$ cat src/rtl/key_event_uart.sv
// key_event_uart
//   Buffers key events (on_event strobe + key_event byte) in a small FIFO
//   and serialises each one onto a UART line, LSB first.
//
//   Optional feature macro: KEY_UART_PARITY_EN
//     defined   -> 8E1 frames (start, 8 data, even parity, stop)
//     undefined -> 8N1 frames (start, 8 data, stop)
//
//   Parameters
//     BAUD_DIV  clock cycles per UART bit (>= 2)
//     FIFO_AW   FIFO address width (>= 1), depth = 2**FIFO_AW
//
//   Ports
//     clock           system clock, rising edge
//     reset           asynchronous active-low reset
//     key_event       event byte, meaningful only while on_event = 1
//     on_event        push strobe, sampled every rising edge
//     clear_overflow  synchronous clear of the sticky overflow flag
//     tx              UART serial output (registered, idle high)
//     busy            frame in progress or FIFO non-empty
//     fifo_level      number of stored entries (0..depth)
//     overflow        sticky flag: an event was dropped on a full FIFO
//     dbg_state_o     current FSM state, for observation only
//
//   Handshake: on_event is a valid-only strobe with no ready. An event
//   arriving while the FIFO is full (and no pop happens on that edge) is
//   lost and recorded in overflow; the producer is never stalled.
module key_event_uart #(
  parameter int BAUD_DIV = 434,
  parameter int FIFO_AW  = 4
) (
  input  logic             clock,
  input  logic             reset,
  input  logic [7:0]       key_event,
  input  logic             on_event,
  input  logic             clear_overflow,
  output logic             tx,
  output logic             busy,
  output logic [FIFO_AW:0] fifo_level,
  output logic             overflow,
  output logic [2:0]       dbg_state_o
);

  localparam int CW = (BAUD_DIV > 1) ? $clog2(BAUD_DIV) : 1;
  localparam logic [CW-1:0] CNT_RELOAD = CW'(BAUD_DIV - 1);
  localparam int DEPTH = 2 ** FIFO_AW;

  localparam logic [2:0] S_IDLE   = 3'd0;
  localparam logic [2:0] S_START  = 3'd1;
  localparam logic [2:0] S_DATA   = 3'd2;
`ifdef KEY_UART_PARITY_EN
  localparam logic [2:0] S_PARITY = 3'd3;
`endif
  localparam logic [2:0] S_STOP   = 3'd4;

  // FIFO storage and pointers (one extra bit to tell full from empty)
  logic [7:0]       mem_q [DEPTH];
  logic [FIFO_AW:0] wr_ptr_q, rd_ptr_q;
  logic             fifo_empty, fifo_full;
  logic             pop, push, drop;
  logic             overflow_q;

  // Transmitter
  logic [2:0]    state_q, state_d;
  logic [CW-1:0] cnt_q, cnt_d;
  logic [2:0]    bit_q, bit_d;
  logic [7:0]    shift_q, shift_d;
  logic          tx_q, tx_d;
  logic [7:0]    head;
`ifdef KEY_UART_PARITY_EN
  logic          par_q, par_d;
`endif

  assign fifo_empty = (wr_ptr_q == rd_ptr_q);
  assign fifo_full  = (wr_ptr_q[FIFO_AW] != rd_ptr_q[FIFO_AW]) &&
                      (wr_ptr_q[FIFO_AW-1:0] == rd_ptr_q[FIFO_AW-1:0]);
  assign head       = mem_q[rd_ptr_q[FIFO_AW-1:0]];

  // A pop frees the head slot on the same edge, so a push into a full FIFO
  // is still accepted then; the write lands in the slot being read out.
  assign pop  = (state_q == S_IDLE) && !fifo_empty;
  assign push = on_event && (!fifo_full || pop);
  assign drop = on_event && fifo_full && !pop;

  always_ff @(posedge clock) begin
    if (push) begin
      mem_q[wr_ptr_q[FIFO_AW-1:0]] <= key_event;
    end
  end

  always_ff @(posedge clock or negedge reset) begin
    if (!reset) begin
      wr_ptr_q   <= '0;
      rd_ptr_q   <= '0;
      overflow_q <= 1'b0;
    end else begin
      if (push) wr_ptr_q <= wr_ptr_q + 1'b1;
      if (pop)  rd_ptr_q <= rd_ptr_q + 1'b1;
      // A drop on the same edge as a clear keeps the flag set
      if (drop)                overflow_q <= 1'b1;
      else if (clear_overflow) overflow_q <= 1'b0;
    end
  end

  // Bit timing: cnt_q counts down from BAUD_DIV-1 inside every bit; the
  // bit boundary is the edge on which it reads zero.
  always_comb begin
    state_d = state_q;
    cnt_d   = cnt_q;
    bit_d   = bit_q;
    shift_d = shift_q;
`ifdef KEY_UART_PARITY_EN
    par_d   = par_q;
`endif
    case (state_q)
      S_IDLE: begin
        if (!fifo_empty) begin
          state_d = S_START;
          cnt_d   = CNT_RELOAD;
          shift_d = head;
`ifdef KEY_UART_PARITY_EN
          par_d   = ^head;
`endif
        end
      end
      S_START: begin
        if (cnt_q == '0) begin
          state_d = S_DATA;
          cnt_d   = CNT_RELOAD;
          bit_d   = 3'd0;
        end else begin
          cnt_d = cnt_q - CW'(1);
        end
      end
      S_DATA: begin
        if (cnt_q == '0) begin
          cnt_d   = CNT_RELOAD;
          shift_d = {1'b0, shift_q[7:1]};
          bit_d   = bit_q + 3'd1;
          if (bit_q == 3'd7) begin
`ifdef KEY_UART_PARITY_EN
            state_d = S_PARITY;
`else
            state_d = S_STOP;
`endif
          end
        end else begin
          cnt_d = cnt_q - CW'(1);
        end
      end
`ifdef KEY_UART_PARITY_EN
      S_PARITY: begin
        if (cnt_q == '0) begin
          state_d = S_STOP;
          cnt_d   = CNT_RELOAD;
        end else begin
          cnt_d = cnt_q - CW'(1);
        end
      end
`endif
      S_STOP: begin
        if (cnt_q == '0) begin
          state_d = S_IDLE;
        end else begin
          cnt_d = cnt_q - CW'(1);
        end
      end
      default: state_d = S_IDLE;
    endcase
  end

  // tx is registered from the current state, so the line lags the state
  // register by one clock: pop on edge N+1, start bit visible from N+2.
  always_comb begin
    tx_d = 1'b1;
    case (state_q)
      S_START:  tx_d = 1'b0;
      S_DATA:   tx_d = shift_q[0];
`ifdef KEY_UART_PARITY_EN
      S_PARITY: tx_d = par_q;
`endif
      default:  tx_d = 1'b1;
    endcase
  end

  always_ff @(posedge clock or negedge reset) begin
    if (!reset) begin
      state_q <= S_IDLE;
      cnt_q   <= '0;
      bit_q   <= 3'd0;
      shift_q <= 8'd0;
      tx_q    <= 1'b1;
`ifdef KEY_UART_PARITY_EN
      par_q   <= 1'b0;
`endif
    end else begin
      state_q <= state_d;
      cnt_q   <= cnt_d;
      bit_q   <= bit_d;
      shift_q <= shift_d;
      tx_q    <= tx_d;
`ifdef KEY_UART_PARITY_EN
      par_q   <= par_d;
`endif
    end
  end

  assign tx          = tx_q;
  assign fifo_level  = wr_ptr_q - rd_ptr_q;
  assign busy        = (state_q != S_IDLE) || !fifo_empty;
  assign overflow    = overflow_q;
  assign dbg_state_o = state_q;

endmodule

$ cat config.mk
export PLATFORM = sky130hd
export DESIGN_NAME = key_event_uart
export DESIGN_NICKNAME = d
export VERILOG_FILES = /design/src/rtl/key_event_uart.sv
export SDC_FILE = /design/constraint.sdc
export NUM_CORES = 1
export LEC_CHECK = 0
export CORE_ASPECT_RATIO = 2
export CORE_UTILIZATION = 57
export CTS_BUF_LIST = sky130_fd_sc_hd__clkbuf_4 sky130_fd_sc_hd__clkbuf_8
export DETAILED_ROUTE_END_ITERATION = 10
export GPL_TIMING_DRIVEN = 0
export PLACE_DENSITY = 0.83
export SLEW_MARGIN = 20
export SYNTH_ARGS = -nofsm -noshare
export SYNTH_HDL_FRONTEND = slang
export SYNTH_SLANG_ARGS = --single-unit
$ cat constraint.sdc
create_clock -name clock -period 2.6 [get_ports clock]
set_clock_uncertainty 0.05 [all_clocks]
set_input_delay 0.78 -clock clock [delete_from_list [all_inputs] [get_ports clock]]
set_output_delay 0.78 -clock clock [all_outputs]
set_load 0.05 [all_outputs]
==> results of run 1 <==
[cells by family after synthesis]
kind of cell             after synthesis
adder cells (fa/ha/maj)               14
flip-flops                           163
XOR/XNOR                              12
buffers and inverters                 32
AO/OA/AOI/OAI                         85
AND/OR/NAND/NOR                      106
multiplexers                          47
[worst max-delay path, delay by kind of cell (launching register included)]
| family | cells | cell delay [ps] |
|---|---|---|
| AOI/OAI and AO/OA | 2 | 340 |
| xor gates and xnor gates | 1 | 140 |
| adders and majority gates | 2 | 490 |
| buffers and inverters | 3 | 320 |
| DFF | 1 | 420 |
[flip-flops by register name, summed over array words and instances, names as in the netlist]
signal       flops
rd_ptr_q         5
overflow         1
dbg_state_o      3
wr_ptr_q         5
cnt_q            9
tx               1
mem_q          128
shift_q          8
bit_q            3
[layout by cell type, fill, tap and decap left out, types with 3 or more instances in the layout]
cell type,Yosys,layout
inv_1,12,9
nor3_4,1,5
nand2_2,0,3
o21ai_0,14,14
buf_4,3,20
mux2i_1,27,27
buf_2,4,4
buf_6,4,8
xnor2_1,8,6
mux4_2,18,18
clkbuf_1,7,6
clkbuf_8,0,17
o31ai_1,7,7
nor2_4,0,12
nand3_1,9,8
xor2_1,3,3
inv_2,1,3
nand4_1,5,5
nor3_1,9,5
dfrtp_1,34,30
nor2_1,35,23
a21oi_2,1,3
ha_1,13,11
a22oi_1,3,3
xnor2_2,1,3
a21oi_1,30,28
clkinv_4,0,3
nand2b_1,4,4
edfxtp_1,128,128
a211o_1,6,6
clkdlybuf4s50_1,0,12
o22ai_1,6,6
inv_6,0,5
nand2_1,29,25
dfrtp_2,0,4
nor2b_1,3,3
[through the flow]
step                      setup WS [ps]  setup TNS, ps  cell area (um2)
final                              -384          -1270             8120
after global routing               -453          -1580             8120
after CTS                          -395          -1350             7960
after detailed placement          -1070         -64430             7430
after global placement            -1000         -54830             7410
after floorplan                    -173           -248             7010
[routing by layer]
layer	GRT usage, %	wire length, um	vias to the layer above
li1	-	-	1869
met1	23.4	4830	2054
met2	48.6	8580	196
met3	5.50	655	63
met4	16.3	914	0
met5	0	0	-
[power by group]
| part | total (W) | internal (W) | leakage, nW | switching, W |
|---|---|---|---|---|
| logic | 0.00154 | 0.000551 | 1.30 | 0.000992 |
| clock network | 0.00170 | 0.000717 | 0.193 | 0.000986 |
| registers | 0.00315 | 0.00306 | 1.58 | 0.0000892 |
[area by class of cell]
class	count	area, um2	share of cell area, %
tap	145	181	2.23
clock buffer	19	249	3.07
sequential	163	4730	58.2
timing repair buffer	41	394	4.85
buffer	17	109	1.34
clock inverter	13	119	1.46
multi-input combinational	264	2290	28.2
inverter	13	52.6	0.647
[repair_timing]
| action | CTS | global route |
|---|---|---|
| endpoints found under the hold margin | 0 | 0 |
| gates cloned | 0 | 0 |
| setup endpoints to repair | 157 | 137 |
| pin swaps | 2 | 10 |
| setup buffers | 9 | 9 |
| resized for setup | 70 | 23 |
[worst min-delay path by stage]
stage                                      start  cells after the start                       to
final                                      reset                      1  wr_ptr_q[1]$_DFFE_PN0P_
after global routing                       reset                      1  wr_ptr_q[2]$_DFFE_PN0P_
after CTS                                  reset                      1  wr_ptr_q[1]$_DFFE_PN0P_
after detailed placement  shift_q[0]$_DFFE_PN0P_                      2   shift_q[0]$_DFFE_PN0P_
after global placement    shift_q[6]$_DFFE_PN0P_                      2   shift_q[6]$_DFFE_PN0P_
after floorplan           shift_q[0]$_DFFE_PN0P_                      2   shift_q[0]$_DFFE_PN0P_
==> impl_metrics.json, run 1 <==
{
  "status": "finished, violations left",
  "violations": "negative setup slack",
  "grt-ovfl-total": 0,
  "clkSinkCount": 163,
  "cp_slowest_cell": "dfrtp_1",
  "die_h_um": 158,
  "relSlewSlack_pct": 47.5,
  "gp_congestion": 0.886,
  "area_growth_pct": 16.5,
  "critical_path.max_fanout": 2,
  "ys_types": 57,
  "ir_drop_uv": 1170,
  "total_power_w": 0.00639,
  "drt_iter0_markers": 392,
  "layout-drive-gt1-share_pct": 25.8,
  "avgSynthCellArea_um2": 15.2,
  "drc": 0,
  "die_w_um": 80.2,
  "ant_nets": 0,
  "synth_top_family_by_area": "multiplexers",
  "core_area_mm2": 0.0118,
  "netlist_area_mm2": 0.00697,
  "routed_wl_um": 15000,
  "whs_ps": 105,
  "finalWorstSetupSlack_ps": -384,
  "dr.pass1.iters": 6,
  "synth_top_cell_area_share_pct": 55.1,
  "reg2reg_depth": 8,
  "cp-start-kind": "flop",
  "final_util_pct": 68.6,
  "yosys_warnings": 0,
  "root_buffer": "clkbuf_8",
  "synth_xor_area_share_pct": 1.62,
  "crit_start": "wr_ptr_q[0]$_DFFE_PN0P_",
  "drv_cap": 0,
  "hpwl_um": 10500,
  "synthTopCellsByCount": "edfxtp_1, nor2_1, dfrtp_1, a21oi_1, nand2_1",
  "die_area_mm2": 0.0127,
  "p_per_area_mw_per_mm2": 787,
  "synth_edf_count": 128,
  "holdCritPathClass": "in2async",
  "rrSetupSlack_ps": 90,
  "max_freq_ghz": 0.335,
  "setup_viol_count_final": 5,
  "synthMostInstantiatedCell": "edfxtp_1",
  "synth-seq-area-share_pct": 67.7,
  "synth-seq-cells": 163,
  "finalCriticalPeriod_ps": 2980,
  "io_pins": 23,
  "synthAdderAreaFrac_pct": 2.62,
  "crit_chain": "inv_2 -> ha_4 -> inv_2 -> fa_2 -> a21o_1 -> a21oi_2 -> xnor2_2 -> buf_6",
  "leakage_nw": 3.07,
  "antenna_cells": 0,
  "cp_slowest_stage_delay_ps": 420,
  "clock_path_buffers": 2,
  "crit-reg2reg-launch": "rd_ptr_q[2]$_DFFE_PN0P_",
  "fillers": 727,
  "start_util_pct": 58.9,
  "rows": 56,
  "path_common_cell": "inv_2",
  "layout.nets": 543,
  "cp-endpoint": "fifo_level[4]",
  "critPathCaptureType": "output pin",
  "cts.htree.levels": 4,
  "drv_slew": 0,
  "grt_pass1_wl_um": 22600,
  "track_usage_pct": 25.5,
  "critPathKind": "reg2out",
  "synth_nets": 485,
  "wire_per_inst_um": 22.2,
  "rsz0062_at_grt": "true",
  "syn_inst": 459,
  "synthTopCellsByArea": "edfxtp_1, dfrtp_1, mux4_2",
  "dp.cells": 627,
  "finalHoldViolCount": 0,
  "viasPerCell": 6.20,
  "synth_mux_area_share_pct": 10.0,
  "fin_cells": 675,
  "critPathRequiredTime_ps": 1770,
  "synthArstFlopShare_pct": 21.5,
  "yosys.area.top_type": "edfxtp_1",
  "tightest_slew_ps": 787,
  "cts_buffers": 17,
  "clk_pin_slew_ps": 90,
  "grt_pass1_vias": 4338,
  "port-buffer-count": 22,
  "synth_ff_type": "edfxtp_1",
  "synth_compound_area_share_pct": 8.08,
  "tritoncts": "done",
  "vias": 4182,
  "timing.final.crit_share_pct": 115,
  "grt_max_degree": 30,
  "hold_buffers": 0,
  "clkLatencyLatePin_ps": 460,
  "cp.arrival_ps": 2150,
  "synthSimpleGateAreaFrac_pct": 7.57,
  "antenna_found_initial": 0,
  "reg2reg_to": "shift_q[5]$_DFFE_PN0P_"
}
Note: power is estimated with default switching activity, not from simulation.
==> inputs of run 2 (changes only) <==
- ABC_AREA: not set -> 0
- CELL_PAD_IN_SITES_DETAIL_PLACEMENT: not set -> 0
- CELL_PAD_IN_SITES_GLOBAL_PLACEMENT: not set -> 1
- CORE_UTILIZATION: 57 -> 49
==> run 2 against run 1 <==
  * The run still ends with negative setup slack left
  * Register-to-register slack improved by 40 ps
  * First-iteration DRC count down 34%
  * Hold slack better by 2.9 ps
  * Critical path depth shrank 1
  * Cell area rose by 1.5%
  * Routed wire length grew 1.7%
  * Worst setup slack improved by 69 ps
  * Non-clock buffer count shrank 2
  * Critical path type unchanged
  * Largest power group unchanged
==> impl_metrics.json, run 2 (same netlist as run 1, synthesis figures left out) <==
{
  "rsz0062_at_grt": "true",
  "tritoncts": "done",
  "largest_reg_flops": 128,
  "die_area_mm2": 0.0147,
  "critical_path.max_fanout": 3,
  "cts.htree.levels": 4,
  "crit_chain": "buf_12 -> clkinvlp_4 -> fa_2 -> a21o_1 -> a21oi_2 -> xnor2_2 -> buf_6",
  "cts_buffers": 17,
  "ir_drop_uv": 460,
  "critPathRequiredTime_ps": 1770,
  "core_area_mm2": 0.0139,
  "cp_slowest_stage_delay_ps": 400,
  "rows": 61,
  "drt_iter0_markers": 260,
  "area_growth_pct": 18.3,
  "start_util_pct": 50.2,
  "clock_path_buffers": 2,
  "clkSinkCount": 163,
  "antenna_found_initial": 0,
  "setup_viol_count_final": 5,
  "relSlewSlack_pct": 50.1,
  "routed_wl_um": 15200,
  "track_usage_pct": 22.5,
  "grt-ovfl-total": 0,
  "antenna_cells": 0,
  "vias": 4068,
  "grt_max_degree": 30,
  "critPathCaptureType": "output pin",
  "io_pins": 23,
  "layout.nets": 541,
  "layout-drive-gt1-share_pct": 25.9,
  "die_w_um": 86.3,
  "root_buffer": "clkbuf_8",
  "hpwl_um": 10800,
  "grt_pass1_vias": 4307,
  "whs_ps": 108,
  "holdCritPathClass": "in2async",
  "cp-start-kind": "flop",
  "multi_input_area_mm2": 0.00229,
  "violations": "negative setup slack",
  "p_per_area_mw_per_mm2": 805,
  "cp.arrival_ps": 2090,
  "layout_common_cells": "edfxtp_1, dfrtp_1, a21oi_1",
  "cp_slowest_cell": "dfrtp_2",
  "fillers": 1090,
  "die_h_um": 171,
  "gp_congestion": 0.784,
  "wire_per_inst_um": 21.2,
  "max_freq_ghz": 0.343,
  "drv_slew": 0,
  "timing.final.crit_share_pct": 112,
  "seqCellArea_mm2": 0.00473,
  "final_util_pct": 59.4,
  "drv_cap": 0,
  "status": "finished, violations left",
  "grt_pass1_wl_um": 23700,
  "dr.pass1.iters": 5,
  "clk_pin_slew_ps": 90,
  "tightest_slew_ps": 749,
  "critPathKind": "reg2out",
  "leakage_nw": 3.09,
  "finalWorstSetupSlack_ps": -315,
  "clkLatencyLatePin_ps": 450,
  "drc": 0,
  "final_common_cell": "edfxtp_1",
  "finalCriticalPeriod_ps": 2920,
  "viasPerCell": 5.67,
  "ant_nets": 0,
  "port-buffer-count": 22,
  "finalHoldViolCount": 0
}
run 2: cell count changes in the layout (fill, tap and decap cells not counted), moves of 2 or more:
cell,before,now
inv_8,2,6
bufinv_16,0,2
clkbuf_4,2,0
ha_2,0,2
buf_4,20,16
buf_12,2,5
inv_6,5,1
run 2: what timing repair did:
action / 4_1_cts / 5_1_grt
hold buffers: 0 / 0
setup endpoints to repair: 157 / 104
pin swaps: 2 / 5
setup buffers: 9 / 6
gates resized for setup: 73 / 22
run 2: stage by stage:
| stage | total power, W | instance area [um2] | TNS (ps) | setup slack, ps | instances |
|---|---|---|---|---|---|
| 3_3_place_gp | 0.00440 | 7470 | -90030 | -1120 | 670 |
| 3_5_place_dp | 0.00444 | 7480 | -89610 | -1130 | 671 |
| 4_1_cts | 0.00652 | 8100 | -1170 | -350 | 711 |
| 5_1_grt | 0.00689 | 8250 | -1410 | -406 | 717 |
| 6_report | 0.00664 | 8250 | -1020 | -315 | 717 |
| 2_1_floorplan | 0.00402 | 7010 | -248 | -173 | 459 |
run 2: worst max-delay path, delay by kind of cell, from the launching register on:
| kind | cells | cell delay (ps) |
|---|---|---|
| compound gates | 2 | 330 |
| xor+xnor | 1 | 130 |
| fa+ha+maj | 1 | 370 |
| flops | 1 | 400 |
| buf+inv | 3 | 400 |
run 2: worst paths after layout:
check	from	end	slack, ps	cells past startpoint
worst max-delay path	rd_ptr_q[1]$_DFFE_PN0P_	fifo_level[4]	-320	7
worst min-delay path	reset	wr_ptr_q[1]$_DFFE_PN0P_	110	1
worst max register to register	rd_ptr_q[2]$_DFFE_PN0P_	mem_q[3][2]$_DFFE_PP_	130	8
worst min register to register	shift_q[6]$_DFFE_PN0P_	shift_q[6]$_DFFE_PN0P_	440	2
max in group asynchronous	reset	tx$_DFF_PN1_	1900	2
min in group clock	shift_q[6]$_DFFE_PN0P_	shift_q[6]$_DFFE_PN0P_	440	2
run 2: layout make-up:
type,count,share of cell area (%)
Inverter,13,0.667
Timing Repair Buffer,38,4.73
Tap cell,189,2.87
Clock inverter,15,2.32
Buffer,18,1.56
Clock buffer,17,2.84
Sequential cell,163,57.3
Multi-Input combinational cell,264,27.7
run 2: layer usage:
| layer | up-vias | GRT usage (%) | share of wire, % |
|---|---|---|---|
| met5 | - | 0 | 0 |
| met2 | 101 | 43.6 | 59 |
| met1 | 2071 | 21.4 | 33 |
| met3 | 32 | 3.62 | 2.6 |
| met4 | 0 | 13.7 | 5.2 |
| li1 | 1864 | - | - |
run 2: power by group:
part	switching [W]	internal, W
sequential	0.0000797	0.00306
combinational	0.00101	0.000556
clock	0.00103	0.000904
